--- src/rtl/exc_ctrl_if.sv ---
// exc_ctrl_if - core/decoder-side bus of the exception controller.
//   slave  : seen by exc_ctrl (takes decoder status, drives PC redirect/MRS data)
//   master : seen by the core/decoder side
// Signals:
//   EStatus/ERet/PC/SysRegSel          core -> controller
//   IrqToDec/ExcTaken/IrqAck           controller -> decoder/core
//   Redirect/RedirectPC                controller -> PC mux
//   SysRegData                         controller -> MRS read path
//   InHandler/DoubleFault              controller status
interface exc_ctrl_if #(
    parameter int N = 64
);
    logic          IrqToDec;
    logic [3:0]    EStatus;
    logic          ERet;
    logic [N-1:0]  PC;
    logic [1:0]    SysRegSel;
    logic [N-1:0]  SysRegData;
    logic          ExcTaken;
    logic          Redirect;
    logic [N-1:0]  RedirectPC;
    logic          IrqAck;
    logic          InHandler;
    logic          DoubleFault;

    modport slave (
        input  EStatus, ERet, PC, SysRegSel,
        output IrqToDec, SysRegData, ExcTaken, Redirect, RedirectPC,
               IrqAck, InHandler, DoubleFault
    );

    modport master (
        output EStatus, ERet, PC, SysRegSel,
        input  IrqToDec, SysRegData, ExcTaken, Redirect, RedirectPC,
               IrqAck, InHandler, DoubleFault
    );
endinterface

--- src/rtl/exc_ctrl.sv ---
// exc_ctrl - exception/interrupt controller for the single-cycle core.
// Synchronises ExtIRQ, latches a rising edge as a pending IRQ and offers it to
// the decoder only while not in handler mode. On any exception reported by the
// decoder it records ELR/ESR, bumps a saturating exception counter, enters
// handler mode and redirects the PC to VECTOR. ERET in handler mode returns to
// ELR. A fault raised inside the handler sets the sticky DoubleFault bit.
// Ports:
//   clk     core clock
//   reset   asynchronous, active-low reset
//   ExtIRQ  raw asynchronous interrupt level
//   bus     exc_ctrl_if.slave (decoder status in, redirect / MRS data out)
module exc_ctrl #(
    parameter int            N           = 64,
    parameter logic [N-1:0]  VECTOR      = 'hD8,
    parameter int            SYNC_STAGES = 2,
    parameter int            CNT_W       = 8
) (
    input  logic        clk,
    input  logic        reset,
    input  logic        ExtIRQ,
    exc_ctrl_if.slave   bus
);
    typedef enum logic {
        NORMAL  = 1'b0,
        HANDLER = 1'b1
    } state_t;

    state_t             state_reg, state_next;
    logic [N-1:0]       elr_reg;
    logic [3:0]         esr_reg;
    logic [CNT_W-1:0]   cnt_reg;
    logic               df_reg;
    logic               pending_reg, pending_next;
    logic [SYNC_STAGES-1:0] sync_reg;
    logic [SYNC_STAGES-1:0] sync_in;
    logic               edge_prev_reg;
    logic               irq_rise;

    logic               exc_taken;
    logic               irq_ack;
    logic               handler_fault;
    logic               handler_ret;
    logic               redirect;
    logic [N-1:0]       redirect_pc;

    // Synchroniser chain: stage 0 samples the raw pin, later stages follow.
    generate
        for (genvar gi = 0; gi < SYNC_STAGES; gi++) begin : g_sync
            if (gi == 0) begin : g_first
                assign sync_in[gi] = ExtIRQ;
            end else begin : g_rest
                assign sync_in[gi] = sync_reg[gi-1];
            end
        end
    endgenerate

    always_ff @(posedge clk or negedge reset) begin
        if (!reset) begin
            sync_reg      <= '0;
            edge_prev_reg <= 1'b0;
        end else begin
            sync_reg      <= sync_in;
            edge_prev_reg <= sync_reg[SYNC_STAGES-1];
        end
    end

    assign irq_rise = sync_reg[SYNC_STAGES-1] & ~edge_prev_reg;

    // A new edge wins over a simultaneous ack so that edge is not lost.
    assign pending_next = irq_rise | (pending_reg & ~irq_ack);

    always_ff @(posedge clk or negedge reset) begin
        if (!reset) begin
            pending_reg <= 1'b0;
        end else begin
            pending_reg <= pending_next;
        end
    end

    // FSM: state register
    always_ff @(posedge clk or negedge reset) begin
        if (!reset) begin
            state_reg <= NORMAL;
        end else begin
            state_reg <= state_next;
        end
    end

    // FSM: next state. A fault in the handler keeps us there even with ERET.
    always_comb begin
        state_next = state_reg;
        case (state_reg)
            NORMAL:  if (exc_taken)   state_next = HANDLER;
            HANDLER: if (handler_ret) state_next = NORMAL;
            default: state_next = NORMAL;
        endcase
    end

    // FSM: outputs
    always_comb begin
        exc_taken     = 1'b0;
        handler_fault = 1'b0;
        handler_ret   = 1'b0;
        redirect      = 1'b0;
        redirect_pc   = VECTOR;
        if (state_reg == NORMAL) begin
            exc_taken = (bus.EStatus != 4'b0000);
            redirect  = exc_taken;
        end else begin
            handler_fault = (bus.EStatus != 4'b0000);
            handler_ret   = bus.ERet & ~handler_fault;
            redirect      = handler_fault | handler_ret;
            if (handler_ret) begin
                redirect_pc = elr_reg;
            end
        end
    end

    assign irq_ack = exc_taken & (bus.EStatus == 4'b0001);

    // Exception record and saturating counter.
    always_ff @(posedge clk or negedge reset) begin
        if (!reset) begin
            elr_reg <= '0;
            esr_reg <= '0;
            cnt_reg <= '0;
            df_reg  <= 1'b0;
        end else begin
            if (exc_taken) begin
                elr_reg <= bus.PC;
                esr_reg <= bus.EStatus;
                if (cnt_reg != {CNT_W{1'b1}}) begin
                    cnt_reg <= cnt_reg + CNT_W'(1);
                end
            end
            if (handler_fault) begin
                df_reg <= 1'b1;
            end
        end
    end

    // MRS read mux, zero-extended to the datapath width.
    always_comb begin
        bus.SysRegData = '0;
        case (bus.SysRegSel)
            2'b00:   bus.SysRegData = elr_reg;
            2'b01:   bus.SysRegData = N'(esr_reg);
            2'b10:   bus.SysRegData = N'(cnt_reg);
            default: bus.SysRegData = N'(state_reg == HANDLER);
        endcase
    end

    assign bus.IrqToDec    = pending_reg & (state_reg == NORMAL);
    assign bus.ExcTaken    = exc_taken;
    assign bus.IrqAck      = irq_ack;
    assign bus.Redirect    = redirect;
    assign bus.RedirectPC  = redirect_pc;
    assign bus.InHandler   = (state_reg == HANDLER);
    assign bus.DoubleFault = df_reg;

endmodule

--- src/flat_wrapper.sv ---
// flat-port wrapper written by rule: the top's interface ports become plain ports
module exc_ctrl_flat 
#(
    parameter int            N           = 64,
    parameter logic [N-1:0]  VECTOR      = 'hD8,
    parameter int            SYNC_STAGES = 2,
    parameter int            CNT_W       = 8
)
  (clk, reset, ExtIRQ, bus_EStatus, bus_ERet, bus_PC, bus_SysRegSel, bus_IrqToDec, bus_SysRegData, bus_ExcTaken, bus_Redirect, bus_RedirectPC, bus_IrqAck, bus_InHandler, bus_DoubleFault);
  exc_ctrl_if #(.N(N)) bus_i ();
  input  logic clk;
  input  logic reset;
  input  logic ExtIRQ;
  input wire logic [$bits(bus_i.EStatus)-1:0] bus_EStatus;
  input wire logic [$bits(bus_i.ERet)-1:0] bus_ERet;
  input wire logic [$bits(bus_i.PC)-1:0] bus_PC;
  input wire logic [$bits(bus_i.SysRegSel)-1:0] bus_SysRegSel;
  output wire logic [$bits(bus_i.IrqToDec)-1:0] bus_IrqToDec;
  output wire logic [$bits(bus_i.SysRegData)-1:0] bus_SysRegData;
  output wire logic [$bits(bus_i.ExcTaken)-1:0] bus_ExcTaken;
  output wire logic [$bits(bus_i.Redirect)-1:0] bus_Redirect;
  output wire logic [$bits(bus_i.RedirectPC)-1:0] bus_RedirectPC;
  output wire logic [$bits(bus_i.IrqAck)-1:0] bus_IrqAck;
  output wire logic [$bits(bus_i.InHandler)-1:0] bus_InHandler;
  output wire logic [$bits(bus_i.DoubleFault)-1:0] bus_DoubleFault;
  assign bus_i.EStatus = bus_EStatus;
  assign bus_i.ERet = bus_ERet;
  assign bus_i.PC = bus_PC;
  assign bus_i.SysRegSel = bus_SysRegSel;
  assign bus_IrqToDec = bus_i.IrqToDec;
  assign bus_SysRegData = bus_i.SysRegData;
  assign bus_ExcTaken = bus_i.ExcTaken;
  assign bus_Redirect = bus_i.Redirect;
  assign bus_RedirectPC = bus_i.RedirectPC;
  assign bus_IrqAck = bus_i.IrqAck;
  assign bus_InHandler = bus_i.InHandler;
  assign bus_DoubleFault = bus_i.DoubleFault;
  exc_ctrl #(.N(N), .VECTOR(VECTOR), .SYNC_STAGES(SYNC_STAGES), .CNT_W(CNT_W)) u_core (.clk(clk), .reset(reset), .ExtIRQ(ExtIRQ), .bus(bus_i));
endmodule
--- config.mk ---
export PLATFORM = sky130hd
export DESIGN_NAME = exc_ctrl_flat
export DESIGN_NICKNAME = d
export VERILOG_FILES = /design/src/rtl/exc_ctrl_if.sv /design/src/rtl/exc_ctrl.sv /design/src/flat_wrapper.sv
export SDC_FILE = /design/constraint.sdc
export NUM_CORES = 1
export LEC_CHECK = 0
export CAP_MARGIN = 20
export CORE_MARGIN = 10
export CORE_UTILIZATION = 28
export CTS_CLUSTER_SIZE = 30
export DETAILED_ROUTE_END_ITERATION = 10
export PLACE_DENSITY_LB_ADDON = 0.2
export SLEW_MARGIN = 20
export SYNTH_ARGS = -nofsm -noshare
export SYNTH_HDL_FRONTEND = slang
export SYNTH_SLANG_ARGS = --single-unit
--- constraint.sdc ---
create_clock -name clk -period 1.8 [get_ports clk]
set_input_delay 0.27 -clock clk [delete_from_list [all_inputs] [get_ports clk]]
set_output_delay 0.27 -clock clk [all_outputs]
set_load 0.1 [all_outputs]
# Word-level counts from Yosys, hierarchy flattened
# Cells that the tools add are included.
dict set report op_classes {
  muxes 10
  n_eq_ne 4
  bitwise_logic 11
  n_addsub 1
  n_reduce_logical 3
}
# op count
set op_table {}
lappend op_table {{$pmux W64 S3} 1}
lappend op_table {{$mux W64} 2}
lappend op_table {{$add A8 B1 Y8 const B} 1}
lappend op_table {{$ne A8 B8 Y1 const B} 1}
lappend op_table {{$mux W1} 6}
lappend op_table {{$and A1 B1 Y1} 5}
lappend op_table {{$eq A4 B1 Y1 const B} 1}
lappend op_table {{$not A1 Y1} 4}
lappend op_table {{$reduce_bool A4 Y1} 1}
lappend op_table {{$eq A2 B1 Y1 const B} 1}
lappend op_table {{$eq A2 B2 Y1 const B} 1}
lappend op_table {{$logic_not A2 Y1} 1}
lappend op_table {{$or A1 B1 Y1} 2}
lappend op_table {{$pmux W1 S2} 1}
lappend op_table {{$reduce_and A2 Y1} 1}
dict set report word_totals {
  wordCells 37
  in_bits 74
  output_inout_bits 134
  register_bits 82
}

# Depth between registers and ports, before layout
# Gate-level depths: netlist of the first run.
dict set report depth {
  depth_word 6
  mapped_depth 7
  ltp_nobuf 5
}

# Least setup slack after synthesis of the first run
# OpenSTA, ideal clock, no wires.
dict set report synth_timing {
  path_type {input -> output}
  startpoint {input port bus_SysRegSel[0]}
  endpoint {output port bus_SysRegData[1]}
  slack_ns -1.310
  n_path_buf 1
  required_ns 1.530
  arrival_time_ns 2.840
  stages 3
  path_cell_list {clkbuf_1 > mux2i_1 > o21ai_0}
}
dict set report synth_between {
  elab_chain_cells 2
}
# item line
set synth_lines {}
lappend synth_lines {{from (decl)} flat_wrapper.sv:17} ;# input wire logic [$bits(bus_i.SysRegSel)-1:0] bus_SysRegSel;
lappend synth_lines {{$eq A2 B2 Y1, or another cell as far along} exc_ctrl.sv:145} ;# case (bus.SysRegSel)
lappend synth_lines {{$pmux W64 S3 (*)} exc_ctrl.sv:145}
lappend synth_lines {{to (decl)} flat_wrapper.sv:19} ;# output wire logic [$bits(bus_i.SysRegData)-1:0] bus_SysRegData;
# Mark *: on every way between the ends. The rest lies on a longest branch, timed or not.

# Worst setup path in the final report of the first run
dict set report layout_timing {
  startpoint {register u_core.state_reg (netlist: u_core.bus.InHandler)}
  endpoint {output port bus_SysRegData[0]}
}
dict set report layout_between {
  elab_chain_cells 1
}
# item line
set layout_lines {}
lappend layout_lines {{from (decl)} exc_ctrl.sv:28} ;# state_t state_reg, state_next;
lappend layout_lines {{from (signal assigned)} exc_ctrl.sv:85} ;# state_reg <= state_next;
lappend layout_lines {{$pmux W64 S3} exc_ctrl.sv:145}
# Every way passes these cells.

==> results of run 1 <==
## metrics by stage
stage	hold slack, ps	setup TNS (ps)	total power (W)	instance area (um^2)	setup WS [ps]
2_1_floorplan	-25.6	-20490	0.00395	4480	-363
3_3_place_gp	244	-56340	0.00496	8260	-474
3_5_place_dp	248	-62550	0.00502	8260	-512
4_1_cts	318	-20130	0.00691	8890	-370
5_1_grt	303	-17840	0.00719	9000	-334
6_report	286	-13120	0.00686	9000	-260
## layout by cell type, fill, tap and decap left out, types with 2 or more instances in the layout
cell type,n
a22o_1,4
nor2_4,3
dlygate4sd2_1,4
buf_16,8
buf_8,3
o21ai_2,3
and2_2,52
nor2_2,4
nor3_1,2
nand2_1,201
a31oi_1,2
buf_6,2
clkdlybuf4s50_1,65
buf_12,142
dfrtp_1,81
nand2b_4,3
clkbuf_2,3
nor2b_1,2
clkbuf_16,11
o21ai_0,3
nor2_1,4
and2_4,64
mux2i_1,7
nand2_4,2
xor2_1,4
clkbuf_1,4
buf_4,35
## where the power goes
group | internal (W) | switching (W) | total (W)
Clock | 0.00112 | 0.000731 | 0.00185
Combinational | 0.000998 | 0.00149 | 0.00249
Sequential | 0.00221 | 0.000313 | 0.00252
## routing by layer
layer	GRT usage (%)	vias to the layer above	routed length (um)
li1	-	2021	-
met1	18.1	1992	6500
met2	28.5	128	8910
met3	5.57	22	1190
met4	6.35	0	340
met5	0	-	0
## timing repair
item,in CTS,in global routing
buffers inserted,9,9
hold buffers,1,0
endpoints found under the hold margin,30,0
gates cloned,7,2
endpoints found under the setup margin,143,68
resized for setup,28,16
pin swaps,16,5
## area by class of cell
type / instances / area [um^2]
antenna: 1 / 2.50
clock buffer: 14 / 254
clock inverter: 2 / 37.5
fill: 1180 / 5530
inverter: 3 / 26.3
multi-input combinational: 379 / 2240
sequential: 82 / 2060
tap: 184 / 230
timing repair buffer: 265 / 4150
## cell families after synthesis
group / Yosys count
adder cells (fa/ha/maj): 1
buffers and inverters: 31
multiplexers: 9
AO/OA/AOI/OAI: 17
flip-flops: 82
XOR/XNOR: 5
AND/OR/NAND/NOR: 347
## critical path, delay by kind of cell, from the launching register on
kind	cells	cell delay (ps)
multiplexers	1	500
buffers and inverters	3	460
flip-flops	1	490
## final timing paths
kind | start | end
setup / recovery | u_core.bus.InHandler | bus_SysRegData[0]
hold / removal | bus_EStatus[2] | u_core.bus.InHandler
setup reg to reg | u_core.bus.InHandler | u_core.cnt_reg[1]
hold reg to reg | u_core.sync_reg[0] | u_core.sync_reg[1]
max in group asynchronous | reset | u_core.bus.InHandler
min in group asynchronous | reset | u_core.elr_reg[39]
==> key figures, run 1 <==
Clock network
  – CTS clk-pin slew, worst paths: approximately 60 ps
  – Clock insertion delay at the later pin of the skew report: around 340 ps
  – Max Root-Sink Buffers: 2
  – CTS tree: done
  – TritonCTS Buffers: 9
  – CTS sink cnt: 82
  – Clock Tree Root: clkbuf_16
  – CTS HTree Levels: 3

Floorplan
  – Initial core utilization: around 29%
  – Core Area: ~15000 um^2
  – Row count: 44
  – Die height: about 140 um
  – Die area: 20100 um^2
  – IO Count: roughly 210
  – Die X: 142 um

Yosys
  – Syn_area_per_cell: roughly 8.4 um^2
  – Mux contribution to synthesized area: approximately 2.5%
  – Synth warn: 0
  – Largest family of logic cells by synthesized area: simple AND/OR/NAND/NOR gates
  – Mapped Cells: slightly below 500
  – Compound-Gate Fraction of Synth Area: 2.75%
  – Synth area leader: dfrtp_1
  – Top cell type's share of synthesized area: about 49%
  – Synth cell count leaders: nand2_1 (203), and2_1 (116), dfrtp_1 (82)
  – Predominant post-synthesis flop cell: dfrtp_1
  – Most frequent cell after synthesis: nand2_1
  – Synth Area in Adders: less than 1%
  – Simple-gate portion of the synthesized area: 40.0%
  – Syn nets: around 570
  – Yosys reg bits: 82
  – Post-synthesis sequential area ratio: between 40% and 50%
  – Ys async rst share: between 90% and 100%
  – Area share of xor/xnor cells in the synthesized design: under 10%
  – Post-Syn Area: approximately 4100 um^2
  – Netlist cell types: 38
  – EDFF count, synth: 0
  – Synth top area cells: dfrtp_1 (49%), nand2_1 (18%), and2_1 (17%)

Timing
  – Final setup violation count: 67
  – Crit path time final: around 2000 ps
  – Final Hold Viols: 0
  – Slew Limit Fails: 0
  – Post-route setup slack: -260 ps
  – Clock skew: approximately 6.7 ps
  – RSZ-0062 raised after global routing: yes
  – Worst-margin pin slew: between 400 and 500 ps
  – Slew margin rel.: a little over two thirds
  – Highest clock rate: ~490 MHz
  – Final Cycle Share: 114%

Final layout
  – Final net count: approximately 800
  – Non-filler cells, final: 930
  – Max FFs per register: 64
  – Synthesis-to-finish area growth: 117%
  – Share of layout cells above drive strength 1: a little under half
  – Core Util, Final: about 62%

GRT
  – Pin count of the biggest net entering global routing: between 40 and 50
  – Vias in the first global route: about 4400
  – Initial antenna violation count: 1
  – First-pass GRT wire length: between 20 and 30 mm
  – Grt total ovfl: 0
  – Total GRT Usage: between 15 and 20%

Drt
  – Post-Route WL: roughly 17 mm
  – Drt drc: 0
  – Via density: roughly 4.5
  – First-pass detailed-route iteration total: 4
  – WL/cell: 18.2 um
  – Drt first-iter violations: ~270
  – Post-route ant nets: 0
  – Vias: between 4000 and 5000

Min path
  – Hold depth: 4
  – Hold Path Class: input port to register

Worst setup path
  – Startpoint types: register
  – Setup CP Type: register to output port
  – R2r setup slk: 50 ps
  – CP Capture Type: output port
  – Reg2Reg Depth: 8
  – CP max-delay cell: mux4_2
  – Worst path cell trace: buf_4 -> buf_8 -> mux4_2 -> buf_12
  – CP required: 1530 ps
  – Crit path max fanout: 5
  – Worst path max stage delay: about 500 ps
  – Crit path DAT: approximately 1800 ps

Power
  – Pwr Density: approximately 760 nW/um^2
  – Worst VDD drop: 0.610 mV
  – Leak pwr: 4.21 nW

Status
  – Outcome: complete, but fails checks
  – Failing checks: setup timing

Place
  – I/O Buffers: slightly above 200
  – Placed Cells: 887
  – Routability-driven placement congestion ratio: between 0.7 and 0.8
  – Post-DP HPWL: 12.6 mm

Run
  – Max-cap viol count: 0
(Power assumes the default switching activity.)
==> run 2: changes to the inputs <==
DONT_BUFFER_PORTS = 1   (was not set)
GPL_ROUTABILITY_DRIVEN = 0   (was not set)
==> run 2 against run 1 <==
The run ends with hold timing, setup timing left; sequential share of layout area up 8.1 points; count of clock-buffer cells in the layout down 4; register-to-register slack better by 20 ps; core utilization down 16 points; via count down 15%; combinational power down 16%; first-iteration DRC count down 35%; hold slack worse by 660 ps; final cell count down 18%; wire length down 13%; critical path type unchanged; sequential cell count unchanged.
==> key figures, run 2 (synthesis gave the netlist of run 1 again) <==
Floorplan
  – Die X: 142 um
  – IO Count: between 200 and 250
  – Die height: between 100 and 150 um
  – Row count: 44
  – Initial core utilization: between 20 and 30%
  – Die area: around 20000 um^2
  – Core Area: ~15000 um^2

Final layout
  – Synthesis-to-finish area growth: 60.3%
  – Non-filler cells, final: 762
  – Most frequent cells in the layout: nand2_1 (201), dfrtp_1 (81), buf_12 (69)
  – Max FFs per register: 64
  – Leading cell type in the layout, fill and taps excluded: nand2_1
  – Share of layout cells above drive strength 1: a little over two fifths
  – Antenna Cells: 0
  – Final net count: 648

Worst setup path
  – FF-to-FF End: u_core.cnt_reg[1]
  – R2r setup slk: ~70 ps
  – Reg2Reg Depth: 7
  – Cell family with most CP delay: multiplexers
  – CP required: between 1500 and 2000 ps
  – Worst path cell trace: buf_4 -> mux4_2 -> buf_12
  – Crit path DAT: ~1700 ps
  – Crit path max fanout: 6
  – CP Capture Type: output port
  – Setup CP Type: register to output port
  – Worst Path Buf+Inv: 2
  – Startpoint types: register
  – CP max-delay cell: mux4_2
  – Reg2reg start: u_core.bus.InHandler
  – Worst path max stage delay: approximately 530 ps

Timing
  – Final setup violation count: 67
  – RSZ-0062 raised after global routing: yes
  – Slew margin rel.: 39.7%
  – Final Hold Viols: 82
  – Highest clock rate: between 500 and 600 MHz
  – Crit path time final: just under 2000 ps
  – Slew Limit Fails: 0
  – Clock skew: between 4 and 5 ps
  – Post-route setup slack: -182 ps
  – Final Cycle Share: 110%
  – Hold WS: -371 ps
  – Worst-margin pin slew: between 900 and 1000 ps

Clock network
  – Clock Tree Root: clkbuf_16
  – CTS HTree Levels: 3
  – Clock insertion delay at the later pin of the skew report: around 340 ps
  – CTS clk-pin slew, worst paths: ~60 ps
  – Cts hold-fix bufs: 1
  – Max Root-Sink Buffers: 2
  – CTS sink cnt: approximately 80
  – CTS tree: done
  – TritonCTS Buffers: 9

Power
  – Leak pwr: 3.20 nW
  – Pwr Density: ~960 nW/um^2
  – Worst VDD drop: 0.589 mV
  – Total chip power: between 0.006 and 0.007 W

Drt
  – Post-route ant nets: 0
  – Via density: about 4.6
  – WL/cell: between 15 and 20 um
  – Drt first-iter violations: roughly 180
  – Drt drc: 0
  – First-pass detailed-route iteration total: 4
  – Post-Route WL: about 15 mm
  – Vias: ~3500

GRT
  – Pin count of the biggest net entering global routing: between 80 and 90
  – Vias in the first global route: roughly 3700
  – Total GRT Usage: about 14%
  – Initial antenna violation count: 0
  – Grt total ovfl: 0
  – First-pass GRT wire length: between 20 and 25 mm

Status
  – Outcome: complete, but fails checks
  – Failing checks: hold timing, setup timing

Place
  – Placed Cells: between 700 and 800
  – Post-DP HPWL: a little over 10 mm
  – I/O Buffers: 0

Min path
  – Hold Path Class: input port to asynchronous set/reset pin

Run
  – Max-cap viol count: 0
-- run 2: repair_timing --
action                                  CTS  global route
buffers inserted                          6             3
gates cloned                              8             1
pin swaps                                14             0
resized for setup                        13             5
hold endpoints to repair                 83            82
endpoints found under the setup margin   67            67
-- run 2: per-layer routing --
layer	track usage, %	wire length, um
met3	5.24	1360
met4	4.30	162
met2	23.6	7450
met5	0	0
met1	17.0	5790
-- run 2: layout make-up --
cell class / instances / area, um^2
clock buffer: 10 / 229
sequential: 82 / 2060
inverter: 3 / 20.0
tap: 184 / 230
multi-input combinational: 379 / 2240
timing repair buffer: 98 / 1820
clock inverter: 6 / 57.6
fill: 1377 / 7880
-- run 2: report_power, final --
| part | switching, W | internal [W] | leakage (nW) |
|---|---|---|---|
| combinational | 0.00137 | 0.000716 | 2.02 |
| sequential | 0.000311 | 0.00221 | 1.03 |
| clock | 0.000725 | 0.00106 | 0.142 |
| total | 0.00240 | 0.00399 | 3.20 |
-- run 2: worst max-delay path by stage --
stage	from	to	slack (ps)	cells past startpoint
2_1_floorplan	u_core.bus.InHandler	bus_RedirectPC[6]	-360	3
3_3_place_gp	bus_EStatus[1]	bus_RedirectPC[55]	-10	4
3_5_place_dp	bus_EStatus[1]	bus_RedirectPC[54]	-30	4
4_1_cts	u_core.bus.InHandler	bus_SysRegData[0]	-190	3
5_1_grt	u_core.bus.InHandler	bus_RedirectPC[54]	-260	6
6_report	u_core.bus.InHandler	bus_SysRegData[0]	-180	3
-- run 2: per-stage QoR --
stage	setup TNS (ps)	hold slack [ps]	area [um^2]	setup slack (ps)	utilization [%]
final	-10090	-371	6650	-182	45.8
after CTS	-11080	-390	6600	-192	45.4
after detailed placement	-816	-22.6	5950	-28.0	40.9
after global placement	-224	-22.4	5950	-11.1	40.9
after floorplan	-20490	-25.6	4480	-363	-
after global routing	-15710	-393	6650	-265	45.8
